--- src/rtl/pixel_calib_pipe.sv ---
// Multi-lane pixel calibration: per-pixel dark subtract and gain correct, N_PIX lanes per clock.
// A geometry FSM validates frame/row/col structure and tags each accepted beat through a 3-stage datapath.
module pixel_calib_pipe #(
  parameter int N_PIX          = 2,
  parameter int DN_SIZE        = 12,
  parameter int GAIN_SIZE      = 16,
  parameter int GAIN_FRAC      = 14,
  parameter int OUT_SIZE       = 16,
  parameter int N_COL          = 2048,
  parameter int N_ROW          = 2064,
  parameter int FRAME_CNT_SIZE = 20,
  localparam int ROW_W = (N_ROW > 1) ? $clog2(N_ROW) : 1,
  localparam int COL_W = (N_COL > 1) ? $clog2(N_COL) : 1
) (
  input  logic                                  dram_clk,
  input  logic                                  reset_n,
  input  logic                                  bypass,
  input  logic                                  err_clear,
  input  logic                                  pix_valid,
  input  logic                                  fval,
  input  logic                                  lval,
  input  logic [N_PIX*DN_SIZE-1:0]              pix_dn,
  input  logic                                  coeff_valid,
  input  logic [N_PIX*(DN_SIZE+GAIN_SIZE)-1:0]  coeff_data,
  output logic                                  coeff_ack,
  output logic                                  out_valid,
  output logic [N_PIX*OUT_SIZE-1:0]             out_data,
  output logic [ROW_W-1:0]                      out_row,
  output logic [COL_W-1:0]                      out_col,
  output logic [FRAME_CNT_SIZE-1:0]             out_frame,
  output logic                                  error,
  output logic [1:0]                            err_code
);
  localparam int CW   = DN_SIZE + GAIN_SIZE;
  localparam int P_W  = DN_SIZE + GAIN_SIZE + 1;
  localparam int RC_W = $clog2(N_ROW + 1);
  localparam int CC_W = $clog2(N_COL + N_PIX + 1);
  localparam logic [RC_W-1:0] ROW_END  = RC_W'(N_ROW);
  localparam logic [RC_W-1:0] ROW_LAST = RC_W'(N_ROW - 1);
  localparam logic [CC_W-1:0] COL_END  = CC_W'(N_COL);
  localparam logic [CC_W-1:0] COL_STEP = CC_W'(N_PIX);
  localparam logic [P_W-1:0]  RND      = P_W'(1) << (GAIN_FRAC - 1);

  typedef enum logic [2:0] {STANDBY, INTERFRAME, INTERLINE, INTRALINE, ERROR} state_t;

  state_t                    state, state_n;
  logic [RC_W-1:0]           row, row_n;
  logic [CC_W-1:0]           col, col_n;
  logic [FRAME_CNT_SIZE-1:0] frame, frame_n;
  logic [1:0]                code_n;
  logic                      beat, tracking, underflow, accept;
  logic [ROW_W-1:0]          tag_row;
  logic [COL_W-1:0]          tag_col;

  always_comb begin
    beat      = pix_valid & fval & lval;
    tracking  = (state == INTERFRAME) || (state == INTERLINE) || (state == INTRALINE);
    coeff_ack = beat & ~bypass & coeff_valid & tracking;
    underflow = beat & ~bypass & ~coeff_valid & tracking;
    state_n   = state;
    row_n     = row;
    col_n     = col;
    frame_n   = frame;
    code_n    = err_code;
    accept    = 1'b0;
    tag_row   = row[ROW_W-1:0];
    tag_col   = col[COL_W-1:0];
    case (state)
      STANDBY: if (pix_valid && !fval) state_n = INTERFRAME;
      INTERFRAME: if (beat) begin
        state_n = INTRALINE;
        row_n   = '0;
        col_n   = COL_STEP;
        accept  = 1'b1;
        tag_row = '0;
        tag_col = '0;
      end
      INTERLINE: begin
        if (beat) begin
          state_n = INTRALINE;
          col_n   = COL_STEP;
          accept  = 1'b1;
          tag_col = '0;
        end else if (pix_valid && !fval) begin
          if (row == ROW_END) begin
            state_n = INTERFRAME;
            frame_n = frame + 1'b1;
          end else begin
            state_n = ERROR;
            code_n  = 2'd3;
          end
        end
      end
      INTRALINE: begin
        if (beat) begin
          if (col >= COL_END) begin
            state_n = ERROR;
            code_n  = 2'd2;
          end else begin
            col_n  = col + COL_STEP;
            accept = 1'b1;
          end
        end else if (pix_valid && !lval) begin
          if (col != COL_END) begin
            state_n = ERROR;
            code_n  = 2'd2;
          end else if (fval) begin
            state_n = INTERLINE;
            row_n   = row + 1'b1;
          end else if (row != ROW_LAST) begin
            state_n = ERROR;
            code_n  = 2'd3;
          end else begin
            state_n = INTERFRAME;
            frame_n = frame + 1'b1;
          end
        end
      end
      default: ;
    endcase
    if (underflow) begin
      state_n = ERROR;
      code_n  = 2'd1;
      accept  = 1'b0;
    end
    // err_clear overrides both a held error and one raised in the same cycle
    if (err_clear && state_n == ERROR) begin
      state_n = STANDBY;
      code_n  = '0;
      accept  = 1'b0;
    end
  end

  always_ff @(posedge dram_clk or negedge reset_n) begin
    if (!reset_n) begin
      state    <= STANDBY;
      row      <= '0;
      col      <= '0;
      frame    <= '0;
      err_code <= '0;
    end else begin
      state    <= state_n;
      row      <= row_n;
      col      <= col_n;
      frame    <= frame_n;
      err_code <= code_n;
    end
  end

  assign error = (state == ERROR);

  logic [N_PIX*DN_SIZE-1:0]   dark_c, dn1, dark1, val_c, val2;
  logic [N_PIX*GAIN_SIZE-1:0] gain_c, gain1, gain2;
  logic [N_PIX*OUT_SIZE-1:0]  res_c;
  logic                       v1, v2, byp1, byp2;
  logic [ROW_W-1:0]           row1, row2;
  logic [COL_W-1:0]           col1, col2;
  logic [FRAME_CNT_SIZE-1:0]  frame1, frame2;
  logic [DN_SIZE:0]           diff;
  logic [P_W-1:0]             prod;

  always_comb begin
    dark_c = '0;
    gain_c = '0;
    for (int unsigned i = 0; i < N_PIX; i++) begin
      dark_c[i*DN_SIZE +: DN_SIZE]     = coeff_data[i*CW +: DN_SIZE];
      gain_c[i*GAIN_SIZE +: GAIN_SIZE] = coeff_data[i*CW + DN_SIZE +: GAIN_SIZE];
    end
  end

  // Bypass carries the raw DN through the diff slot so stage 3 only needs to skip the multiply
  always_comb begin
    val_c = '0;
    diff  = '0;
    for (int unsigned i = 0; i < N_PIX; i++) begin
      diff = {1'b0, dn1[i*DN_SIZE +: DN_SIZE]} - {1'b0, dark1[i*DN_SIZE +: DN_SIZE]};
      if (byp1)
        val_c[i*DN_SIZE +: DN_SIZE] = dn1[i*DN_SIZE +: DN_SIZE];
      else if (!diff[DN_SIZE])
        val_c[i*DN_SIZE +: DN_SIZE] = diff[DN_SIZE-1:0];
    end
  end

  always_comb begin
    res_c = '0;
    prod  = '0;
    for (int unsigned i = 0; i < N_PIX; i++) begin
      if (byp2)
        prod = P_W'(val2[i*DN_SIZE +: DN_SIZE]);
      else
        prod = (P_W'(val2[i*DN_SIZE +: DN_SIZE]) * P_W'(gain2[i*GAIN_SIZE +: GAIN_SIZE]) + RND)
               >> GAIN_FRAC;
      res_c[i*OUT_SIZE +: OUT_SIZE] = (|prod[P_W-1:OUT_SIZE]) ? '1 : prod[OUT_SIZE-1:0];
    end
  end

  always_ff @(posedge dram_clk or negedge reset_n) begin
    if (!reset_n) begin
      v1 <= 1'b0; v2 <= 1'b0; out_valid <= 1'b0;
      byp1 <= 1'b0; dn1 <= '0; dark1 <= '0; gain1 <= '0;
      row1 <= '0; col1 <= '0; frame1 <= '0;
      byp2 <= 1'b0; val2 <= '0; gain2 <= '0;
      row2 <= '0; col2 <= '0; frame2 <= '0;
      out_data <= '0; out_row <= '0; out_col <= '0; out_frame <= '0;
    end else begin
      v1        <= accept;
      v2        <= v1;
      out_valid <= v2;
      if (accept) begin
        byp1   <= bypass;
        dn1    <= pix_dn;
        dark1  <= dark_c;
        gain1  <= gain_c;
        row1   <= tag_row;
        col1   <= tag_col;
        frame1 <= frame;
      end
      if (v1) begin
        byp2   <= byp1;
        val2   <= val_c;
        gain2  <= gain1;
        row2   <= row1;
        col2   <= col1;
        frame2 <= frame1;
      end
      if (v2) begin
        out_data  <= res_c;
        out_row   <= row2;
        out_col   <= col2;
        out_frame <= frame2;
      end
    end
  end
endmodule

--- config.mk ---
export PLATFORM = sky130hd
export DESIGN_NAME = pixel_calib_pipe
export DESIGN_NICKNAME = d
export VERILOG_FILES = /design/src/rtl/pixel_calib_pipe.sv
export SDC_FILE = /design/constraint.sdc
export NUM_CORES = 1
export LEC_CHECK = 0
export BUFFER_PORTS_ARGS = -buffer_cell sky130_fd_sc_hd__buf_2
export CORE_ASPECT_RATIO = 1.25
export CORE_UTILIZATION = 41
export CTS_CLUSTER_SIZE = 20
export DETAILED_ROUTE_END_ITERATION = 6
export GPL_TIMING_DRIVEN = 0
export SKIP_LAST_GASP = 1
export SLEW_MARGIN = 20
export SYNTH_ARGS = -nofsm -noshare
export SYNTH_HDL_FRONTEND = slang
export SYNTH_SLANG_ARGS = --single-unit
--- constraint.sdc ---
create_clock -name dram_clk -period 16.1 [get_ports dram_clk]
set_clock_uncertainty 0.1 [all_clocks]
set_input_delay 3.22 -clock dram_clk [delete_from_list [all_inputs] [get_ports dram_clk]]
set_output_delay 3.22 -clock dram_clk [all_outputs]
set_load 0.02 [all_outputs]
# Word level (Yosys, flattened, before mapping)
# Index checks and enable logic that the tools add are counted.
# word_totals
word_cells	152
inputBits	88
out_inout_bits	80
ff_bits	351
# classes
n_mux	62
bitwise	9
eq_ne	27
order_cmp	1
reduce_logical	19
n_addsub	7
mul	2
# op_table
operator	n
$mux 20	8
$mux 12	13
$add 28x14->29 const B	2
$mul 12x16->28	2
$pmux 12 s2	2
$pmux 20 s2	1
$mux 3	13
$mux 16	2
$mux 15	2
$reduce_or 13->1 const A	2
$sub 12x12->13	2
$ne 12x12->1 const B	2
$mux 11	2
$mux 2	11
$add 20x1->20 const B	1
$ne 2x2->1 const B	8
$add 12x1->12 const B	1
$add 12x2->12 const B	1
$eq 12x12->1 const B	1
$ge 12x12->1 const B	1
$pmux 3 s4	1
$ne 5x3->1 const B	2
$reduce_and 9->1	1
$ne 2x1->1 const B	4
other kinds (22)	42

# Depth between registers and ports, before layout
# logic_depth
depth_word	12
depth_mapped	22
depth_no_buf	20

# Worst setup path before layout
# No wires, ideal clock.
# synth_path
path_kind	input to output
start	input port fval
end	output port coeff_ack
t_arrival_ns	3.990
setup_slack_ns	8.790
path_buffers	1
cell_stages	4
t_required_ns	12.780
cell_sequence	clkbuf_2 nand3_1 nor2_1 and3_1
# synth_between
elab_chain_len	5
# synth_rtl
element	line_no	text
from (decl)	20	input logic fval,
$and 1x1->1 (2 in series)	56	beat = pix_valid & fval & lval;
$and 1x1->1 (3 in series)	58	coeff_ack = beat & ~bypass & coeff_valid & tracking;
to (decl)	25	output logic coeff_ack,
# No other way between the ends.

# Worst setup path after layout
# Ends and elaborated chain as after synthesis.

==> metrics.txt <==
status finished clean; top post-synthesis cells by area dfrtp_1, fa_1, ha_1; Area Overhead vs Synth 12.00%; endpoints failing setup 0; vias in the first global route 20979; dpl hpwl 55.71 mm; postcts setup bufs 0; Root Buffer Master clkbuf_16; Post-Syn Area 26870 um2; Yosys reg bits 348; critical-path maximum fanout 9; Slew Viols, Final 0; worst relative slew slack 44.20%; n_diodes 0; worst path arrival time 4310 ps; Post-synth EDFFs 0; post-synthesis sequential area ratio 32.41%; Die Span X 231.0 um; post-route met1 wirelength 29.74 mm; worst vdd ir 0.1687 mV; synth warn 0; Die Ht 288.2 um; I/O pin total 168; DRC Markers 0; fmax 0.1311 GHz; Slew @ Worst Pin 830.1 ps; # nets final 3559; most common cell after layout, fill and taps aside nand2_1; # Max-Cap Violations 0; Core Rows 104; Routed Antenna Nets 0; DP Cell Count 3812; Core Util, Final 46.63%; Final Hold Fails 0; Pleak 15.37 nW; met2 WL 34.80 mm; critical path type in -> out; distinct cell type count after synthesis 82; Worst Path Required 12780 ps; Max Used Layer met5; H-tree depth 2; met3 routed WL 2.670 mm; CTS Sinks 348; drt first pass iters 5; DRT Wirelength 69.70 mm; Synth Area per Inst 9.610 um2; most frequent cells in the layout nand2_1, inv_1, dfrtp_1; initial antenna violation count 4; Num CTS Buffers 37; final period demand of the worst path 7627 ps; GR Overflow Total 0; Worst-path clk slew 60 ps; gr usage total 21.60%; RSZ-0062 raised after global routing false; startpoint type of the worst setup path input pin; crit end category output pin; die area 66570 um2; Hold Path Class reg -> reg; core area 64540 um2; Top FF cell, synth dfrtp_1; post_cts resized 0; CTS Buffer Depth 3; Vias 19688; first-pass GRT wire length 112.5 mm; DR iter-0 viols 873; Hold Buf Count CTS 0; Mapped Cells 2796; async set-or-reset flop fraction in the synthesized netlist 100.0%; share of cells above drive strength 1 12.90%; RD Place Congestion 0.9089; largest net degree at the start of global routing 100; power per cell area 197.8 nW/um2; Port Buffers 164; share of the synthesized area in the top cell type 32.41%; Routed wire per std cell 17.97 um; CTS tree yes; starting density of the core 41.63%; Clk Latency, worst-skew pair 570 ps; ratio of routed vias to standard cells 5.077; top cell type by total area after synthesis dfrtp_1; setup TNS 0 ps; final period utilization 47.37%; Post-Layout Cell Count 3878
==> synth_stat cells (all sizes together), types with 7 or more instances <==
master	count
inv	408
or3	16
dfrtp	348
ha	186
clkbuf	112
mux2	121
nand2	603
nand4	15
o221ai	20
and2	144
nor2b	7
a21oi	52
buf	25
xnor2	37
and3	19
a21o	11
nand3	74
a211oi	10
o21ai	75
nor2	72
nand2b	7
fa	282
o21a	9
nor3	26
a31oi	20
xor2	24
==> stage by stage <==
stage                     power (mW)  hold WS, ps  worst slack, ps  instance area, um2
after CTS                      6.042        285.4             8504               30100
after global placement         5.040        261.0             5067               28760
final                          5.952        282.8             8473               30100
after global routing           6.602        296.8             8402               30100
after floorplan                4.049        251.9             8790               26870
after detailed placement       5.125        268.1             8505               28850
==> where the power goes <==
part	switching, mW	leakage (nW)	internal [mW]
sequential	0.226	4.58	1.11
clock	0.375	0.613	0.506
combinational	2.23	10.2	1.50
==> per-layer routing <==
metal | vias up | track usage [%]
met5 | - | 0
met4 | 6 | 7.781
met3 | 120 | 2.893
met2 | 403 | 38.04
met1 | 9929 | 27.05
li1 | 9230 | -
==> state kept, by name (all words and copies together) (netlist names), 2 cells and up <==
register   count
gain1         32
gain2         32
out_data      30
dark1         24
dn1           24
val2          24
frame1        20
frame2        20
frame         20
out_frame     20
out_row       12
row1          12
row2          12
row           12
col1          11
col2          11
col           11
out_col       11
state          3
err_code       2
==> critical path: stages <==
cell	delay, ps
clkbuf_2	180
nand3_1	250
nor2_1	290
and3_1	200
buf_2	160
==> area by class of cell <==
cell class | count | area (um2)
fillers | 6193 | 34450
multi-input cells | 1904 | 16060
flip-flops and latches | 348 | 8708
inverters | 408 | 1531
well taps | 848 | 1061
clock buffers | 50 | 1035
repair buffers | 167 | 913.4
plain buffers | 137 | 575.6
clock inverters | 16 | 212.7
==> cells by family (layout without fill, tap and decap cells) <==
group	count (synthesis)	after routing	synth area share (%)
mux	124	124	5.183
simple gates	1009	1009	17.15
buf+inv	545	778	7.842
compound gates	240	240	5.742
other cells	1	2	0.01396
flops	348	348	32.41
fa+ha+maj	468	468	29.67
xor+xnor	61	61	1.988
==> path summary, 6_finish.rpt <==
kind | startpoint | to | slack (ps) | depth (start not counted)
worst min register to register | v1 | v2 | 280 | 0
min in group asynchronous | reset_n | out_frame[10] | 2520 | 1
max in group asynchronous | reset_n | gain1[9] | 11960 | 3
worst max-delay path | fval | coeff_ack | 8470 | 5
worst max register to register | val2[5] | out_data[13] | 9260 | 20
worst min-delay path | v1 | v2 | 280 | 0
(Power assumes the default switching activity.)
